==> src/rtl/ifu_axi_fetch_if.sv <==
// Signal bundle of the instruction fetch unit: fetch request/response plus the AXI4-lite AR/R read path.
// master = the fetch unit itself; slave = the control FSM and memory side it talks to.
interface ifu_axi_fetch_if #(
  parameter int unsigned ADDR_W = 32,
  parameter int unsigned DATA_W = 32
);
  logic              req_valid;
  logic [ADDR_W-1:0] req_pc;
  logic              resp_valid;
  logic [DATA_W-1:0] resp_inst;
  logic              resp_err;
  logic              busy;
  logic              arvalid;
  logic [ADDR_W-1:0] araddr;
  logic              arready;
  logic              rvalid;
  logic [DATA_W-1:0] rdata;
  logic [1:0]        rresp;
  logic              rready;

  modport master (
    input  req_valid, req_pc, arready, rvalid, rdata, rresp,
    output resp_valid, resp_inst, resp_err, busy, arvalid, araddr, rready
  );

  modport slave (
    output req_valid, req_pc, arready, rvalid, rdata, rresp,
    input  resp_valid, resp_inst, resp_err, busy, arvalid, araddr, rready
  );
endinterface

==> src/rtl/ifu_axi_fetch.sv <==
// Single-outstanding instruction fetch over an AXI4-lite AR/R channel, with read timeout and late-beat drain.
// Optional IFU_MISALIGN_CHECK_EN: reject fetches with pc[1:0]!=0 without touching the bus.
module ifu_axi_fetch #(
  parameter int unsigned       ADDR_W         = 32,
  parameter int unsigned       DATA_W         = 32,
  parameter int unsigned       TIMEOUT_CYCLES = 255,
  parameter logic [DATA_W-1:0] NOP_INST       = 32'h0000_0013
) (
  input logic             clock,
  input logic             reset_n,
  ifu_axi_fetch_if.master bus
);

  typedef enum logic [1:0] {
    S_IDLE,
    S_ADDR,
    S_DATA,
    S_DRAIN
  } state_e;

`ifdef IFU_MISALIGN_CHECK_EN
  localparam bit MISALIGN_CHECK = 1'b1;
`else
  localparam bit MISALIGN_CHECK = 1'b0;
`endif

  localparam bit         TIMEOUT_EN  = (TIMEOUT_CYCLES != 0);
  localparam logic [7:0] TIMEOUT_LIM = 8'(TIMEOUT_CYCLES);

  state_e            state_q;
  logic [ADDR_W-1:0] araddr_q;
  logic [ADDR_W-1:0] pend_pc_q;
  logic              pending_q;
  logic [7:0]        cnt_q;
  logic              arvalid_q;
  logic              rready_q;
  logic              resp_valid_q;
  logic              resp_err_q;
  logic [DATA_W-1:0] resp_inst_q;

  // A new bus transaction starts either from IDLE or straight out of DRAIN when a request is waiting.
  logic              launch;
  logic [ADDR_W-1:0] launch_pc;
  logic              launch_bad;
  logic              timeout_hit;

  // NOTE: every signal written here gets a default first, so no path can leave it unassigned and infer a latch.
  always_comb begin
    launch    = 1'b0;
    launch_pc = bus.req_pc;
    case (state_q)
      S_IDLE:  launch = bus.req_valid;
      S_DRAIN: begin
        launch = bus.rvalid && (bus.req_valid || pending_q);
        if (!bus.req_valid) launch_pc = pend_pc_q;
      end
      default: launch = 1'b0;
    endcase
  end

  assign launch_bad  = MISALIGN_CHECK && (launch_pc[1:0] != 2'b00);
  assign timeout_hit = TIMEOUT_EN && ((cnt_q + 8'd1) == TIMEOUT_LIM);

  always_ff @(posedge clock or negedge reset_n) begin
    if (!reset_n) begin
      state_q      <= S_IDLE;
      araddr_q     <= '0;
      pend_pc_q    <= '0;
      pending_q    <= 1'b0;
      cnt_q        <= '0;
      arvalid_q    <= 1'b0;
      rready_q     <= 1'b0;
      resp_valid_q <= 1'b0;
      resp_err_q   <= 1'b0;
      resp_inst_q  <= '0;
    end else begin
      // NOTE: non-blocking assignments only; later assignments in this block deliberately override earlier ones.
      resp_valid_q <= 1'b0;
      case (state_q)
        S_IDLE: begin
        end
        S_ADDR: begin
          if (bus.arready) begin
            arvalid_q <= 1'b0;
            rready_q  <= 1'b1;
            cnt_q     <= '0;
            state_q   <= S_DATA;
          end
        end
        S_DATA: begin
          if (bus.rvalid) begin
            resp_valid_q <= 1'b1;
            resp_err_q   <= (bus.rresp != 2'b00);
            resp_inst_q  <= (bus.rresp == 2'b00) ? bus.rdata : NOP_INST;
            rready_q     <= 1'b0;
            state_q      <= S_IDLE;
          end else if (timeout_hit) begin
            // rready stays high so the late beat is swallowed in DRAIN.
            resp_valid_q <= 1'b1;
            resp_err_q   <= 1'b1;
            resp_inst_q  <= NOP_INST;
            state_q      <= S_DRAIN;
          end else if (cnt_q != 8'hFF) begin
            cnt_q <= cnt_q + 8'd1;
          end
        end
        S_DRAIN: begin
          if (bus.rvalid) begin
            rready_q  <= 1'b0;
            pending_q <= 1'b0;
            state_q   <= S_IDLE;
          end else if (bus.req_valid) begin
            pending_q <= 1'b1;
            pend_pc_q <= bus.req_pc;
          end
        end
        default: state_q <= S_IDLE;
      endcase

      if (launch) begin
        if (launch_bad) begin
          resp_valid_q <= 1'b1;
          resp_err_q   <= 1'b1;
          resp_inst_q  <= NOP_INST;
          state_q      <= S_IDLE;
        end else begin
          araddr_q  <= {launch_pc[ADDR_W-1:2], 2'b00};
          arvalid_q <= 1'b1;
          state_q   <= S_ADDR;
        end
      end
    end
  end

  assign bus.arvalid    = arvalid_q;
  assign bus.araddr     = araddr_q;
  assign bus.rready     = rready_q;
  assign bus.resp_valid = resp_valid_q;
  assign bus.resp_inst  = resp_inst_q;
  assign bus.resp_err   = resp_err_q;
  assign bus.busy       = (state_q != S_IDLE);

endmodule

==> src/flat_wrapper.sv <==
// flat-port wrapper written by rule: the top's interface ports become plain ports
module ifu_axi_fetch_flat 
#(
  parameter int unsigned       ADDR_W         = 32,
  parameter int unsigned       DATA_W         = 32,
  parameter int unsigned       TIMEOUT_CYCLES = 255,
  parameter logic [DATA_W-1:0] NOP_INST       = 32'h0000_0013
)
  (clock, reset_n, bus_req_valid, bus_req_pc, bus_arready, bus_rvalid, bus_rdata, bus_rresp, bus_resp_valid, bus_resp_inst, bus_resp_err, bus_busy, bus_arvalid, bus_araddr, bus_rready);
  ifu_axi_fetch_if #(.ADDR_W(ADDR_W), .DATA_W(DATA_W)) bus_i ();
  input logic clock;
  input logic reset_n;
  input wire logic [$bits(bus_i.req_valid)-1:0] bus_req_valid;
  input wire logic [$bits(bus_i.req_pc)-1:0] bus_req_pc;
  input wire logic [$bits(bus_i.arready)-1:0] bus_arready;
  input wire logic [$bits(bus_i.rvalid)-1:0] bus_rvalid;
  input wire logic [$bits(bus_i.rdata)-1:0] bus_rdata;
  input wire logic [$bits(bus_i.rresp)-1:0] bus_rresp;
  output wire logic [$bits(bus_i.resp_valid)-1:0] bus_resp_valid;
  output wire logic [$bits(bus_i.resp_inst)-1:0] bus_resp_inst;
  output wire logic [$bits(bus_i.resp_err)-1:0] bus_resp_err;
  output wire logic [$bits(bus_i.busy)-1:0] bus_busy;
  output wire logic [$bits(bus_i.arvalid)-1:0] bus_arvalid;
  output wire logic [$bits(bus_i.araddr)-1:0] bus_araddr;
  output wire logic [$bits(bus_i.rready)-1:0] bus_rready;
  assign bus_i.req_valid = bus_req_valid;
  assign bus_i.req_pc = bus_req_pc;
  assign bus_i.arready = bus_arready;
  assign bus_i.rvalid = bus_rvalid;
  assign bus_i.rdata = bus_rdata;
  assign bus_i.rresp = bus_rresp;
  assign bus_resp_valid = bus_i.resp_valid;
  assign bus_resp_inst = bus_i.resp_inst;
  assign bus_resp_err = bus_i.resp_err;
  assign bus_busy = bus_i.busy;
  assign bus_arvalid = bus_i.arvalid;
  assign bus_araddr = bus_i.araddr;
  assign bus_rready = bus_i.rready;
  ifu_axi_fetch #(.ADDR_W(ADDR_W), .DATA_W(DATA_W), .TIMEOUT_CYCLES(TIMEOUT_CYCLES), .NOP_INST(NOP_INST)) u_core (.clock(clock), .reset_n(reset_n), .bus(bus_i));
endmodule
==> config.mk <==
export PLATFORM = sky130hd
export DESIGN_NAME = ifu_axi_fetch_flat
export DESIGN_NICKNAME = d
export VERILOG_FILES = /design/src/rtl/ifu_axi_fetch_if.sv /design/src/rtl/ifu_axi_fetch.sv /design/src/flat_wrapper.sv
export SDC_FILE = /design/constraint.sdc
export NUM_CORES = 1
export LEC_CHECK = 0
export CORE_MARGIN = 2
export CORE_UTILIZATION = 50
export DETAILED_ROUTE_END_ITERATION = 10
export PLACE_DENSITY = 0.83
export SYNTH_ARGS = -nofsm -noshare
export SYNTH_HDL_FRONTEND = slang
export SYNTH_SLANG_ARGS = --single-unit
export TNS_END_PERCENT = 50
==> constraint.sdc <==
create_clock -name clock -period 5.3 [get_ports clock]
set_input_delay 1.06 -clock clock [delete_from_list [all_inputs] [get_ports clock]]
set_output_delay 1.06 -clock clock [all_outputs]
set_load 0.03 [all_outputs]
==> out/metrics.cfg <==
[min_path]
hold_path_class = flip-flop to flip-flop
worstHoldStart = u_core.bus.arvalid$_DFFE_PN0P_
hold_end = u_core.bus.arvalid$_DFFE_PN0P_
min_path_cells = 1

[die]
dieArea_um2 = 10000
start_util_pct = 50.6
die_x_um = 100
design.core.area_um2 = 9110
fp-row-count = 35
num_io_pins = 140
die_h_um = 100

[critical_path]
crit_family = buffers and inverters
slowest_stage = a21oi_4
crit_chain = clkdlybuf4s50_1, o211ai_1, a21oi_4, buf_4, nor2_1, a21oi_1
path_buf_inv = 2
cp_data_required_time_ns = 5.59
crit_fanout = 36
cp_slowest_stage_delay_ns = 0.75
reg2reg_from = u_core.cnt_q[0]$_DFFE_PN0P_
crit_path_start_kind = primary input
reg2regPathDepth = 7
cp.arrival_ns = 3.33
path_class = primary input to flip-flop
r2r-end = u_core.bus.resp_inst[0]$_DFFE_PN0P_
rrSetupSlack_ns = 2.71
cp.depth = 6
cp-end-kind = flip-flop

[placed_design]
place.gp.congestion = 0.836
portBuffers = 135
dp_hpwl_mm = 7.06
placed_area_um2 = 6000
post-place-ws_ns = 1.86

[status]
status = finished clean

[global_route]
grt_pass1_wl_mm = 16.4
grt_antenna_before_repair = 0
grt_pass1_vias = 3369
grt_overflow = 0
grt_usage_pct = 20.7
grt_max_degree = 58

[clock_network]
cts_buffers = 9
clk_pin_slew_ns = 0.10
cts_resized = 0
cts-htree-levels = 3
postCtsSetupRepairBufs = 0
cts.sinks = 107
cts_tree = yes
cts_buffer_depth = 2
ctsRootBufferMaster = clkbuf_8
cts_hold_buffers = 0
clkLatencyLatePin_ns = 0.36

[yosys]
syn-cell-area_um2 = 4610
avgSynthCellArea_um2 = 12.2
synth_top_area_cell = dfrtp_1
netlist.area_leader.share_pct = 58.1
yosysWarningCount = 0
synthTopCellsByCount = dfrtp_1, a21oi_1, nor2_1
synth.area.top_cells = dfrtp_1, mux2_2, mux2i_1
synth-main-ff-cell = dfrtp_1
synth-seq-cells = 107
synth_edf_count = 0
synthArstFlopShare_pct = 100
synth_most_common_cell = dfrtp_1
ys_types = 45
synth-seq-area-share_pct = 58.1
synth_cells = 377

[sta]
rsz0062_at_grt = false
period_needed_ns = 3.05
slew_violations = 0
worst_pin_slew_ns = 1.22
whs_ns = 0.490
fin_ws_ns = 2.25
slew_headroom_pct = 19.0
finalCritPeriodShare_pct = 57.5
setup_viol = 0
skew_ns = 0.0111
tns_ns = 0
max_freq_mhz = 328
hold_viol_final = 0

[power]
switching_share_pct = 40.6
seq_power_share_pct = 38.6
netSwitchingPower_mw = 1.47
peakVddDrop_mv = 0.294
p_leak_nw = 2.79
p_comb_share_pct = 48.2
p_per_area_nw_per_um2 = 584
p_clk_share_pct = 13.2
intPower_mw = 2.14

[routing]
drc = 0
routedWlPerCell_um = 16.4
met3_length_um = 766
wl_met2_mm = 4.74
via_per_inst = 5.46
highest_layer = met4
wl_mm = 10.1
first_iter_violations = 166
dr_total_vias = 3376
first_pass_iters = 4
routedLengthMet1_mm = 4.42
ant_nets = 0

[final_layout]
final_nets = 580
drive_above_1_share_pct = 11.6
fin_util_pct = 68.0
n_antenna_cell = 0
stdcell_area_um2 = 6190
fillers = 687
area_growth_pct = 34.3

[run]
drv_cap = 0

-- stage by stage --
step | total power, mW | cells
floorplan | 2.48 | 378
global placement | 3.10 | 602
detailed placement | 3.16 | 602
CTS | 3.65 | 618
global route | 3.84 | 618
finish | 3.61 | 618
-- worst register-to-register path, delay by kind of cell (launching register included) --
kind | cells | cell delay (ns)
AOI/OAI and AO/OA | 2 | 1.18
DFF | 1 | 0.46
adders and majority gates | 1 | 0.31
and+or+nand+nor | 2 | 0.19
xor gates and xnor gates | 1 | 0.18
buffers and inverters | 1 | 0.15
-- layer usage --
layer,GRT usage [%],vias to the layer above
met2,32.4,118
met4,7.80,0
met1,27.3,1641
li1,-,1598
met5,0,-
met3,6.41,19
-- registers in the layout, summed over array words and instances (netlist names) --
signal / flops
u_core.bus.arvalid: 1
u_core.bus.rready: 1
u_core.bus.resp_err: 1
u_core.bus.resp_inst: 32
u_core.pending_q: 1
u_core.cnt_q: 8
u_core.state_q: 2
u_core.bus.resp_valid: 1
u_core.bus.araddr: 30
u_core.pend_pc_q: 30
-- final cells by class --
class | instances | area [um^2] | share of cell area (%)
clock buffer | 11 | 141 | 2.28
clock inverter | 5 | 45.0 | 0.728
multi-input combinational | 240 | 1790 | 29.0
sequential | 107 | 2680 | 43.3
timing repair buffer | 138 | 1370 | 22.2
tap | 111 | 139 | 2.24
inverter | 6 | 22.5 | 0.364
-- power by group through the flow --
stage | Combinational (mW) | Sequential (mW) | Clock (mW)
6_report | 1.74 | 1.40 | 0.476
4_1_cts | 1.76 | 1.40 | 0.496
3_5_place_dp | 1.76 | 1.41 | 0
5_1_grt | 1.88 | 1.44 | 0.523
3_3_place_gp | 1.71 | 1.39 | 0
2_1_floorplan | 0.690 | 1.79 | 0
-- layout by cell type, fill, tap and decap left out, types with 2 or more instances in the layout --
cell type,instances
buf_4,4
clkbuf_8,10
nor4_1,3
nor3_1,6
a22o_1,30
nand3b_1,2
mux2_2,30
conb_1,2
dfrtp_1,107
a21oi_1,35
o21a_1,2
nand2_1,10
inv_1,5
ha_1,7
nor2b_1,3
inv_6,2
mux2i_1,30
o21ai_0,4
nor2_1,34
nand3_1,12
clkdlybuf4s50_1,134
o211ai_1,3
xnor2_1,2
o22a_1,3
-- cells by family after synthesis --
| kind of cell | synth area share [%] |
|---|---|
| AOI/OAI and AO/OA | 13.1 |
| buffers and inverters | 3.31 |
| xor gates and xnor gates | 1.17 |
| DFF | 58.1 |
| muxes | 13.8 |
| and+or+nand+nor | 8.50 |
| adders and majority gates | 1.90 |
| other | 0.0814 |
-- worst max-delay path by stage --
| stage | slack (ns) | startpoint | to |
|---|---|---|---|
| 6_report | 2.25 | bus_rvalid | u_core.bus.araddr[2]$_DFFE_PN0P_ |
| 5_1_grt | 2.04 | bus_rvalid | u_core.bus.araddr[21]$_DFFE_PN0P_ |
| 4_1_cts | 2.25 | bus_rvalid | u_core.bus.araddr[2]$_DFFE_PN0P_ |
| 3_5_place_dp | 1.86 | bus_rvalid | u_core.bus.araddr[9]$_DFFE_PN0P_ |
| 3_3_place_gp | 1.92 | bus_rvalid | u_core.bus.araddr[8]$_DFFE_PN0P_ |
| 2_1_floorplan | 3.09 | bus_rvalid | u_core.cnt_q[4]$_DFFE_PN0P_ |
No activity file was read; power rests on OpenSTA's default activity.
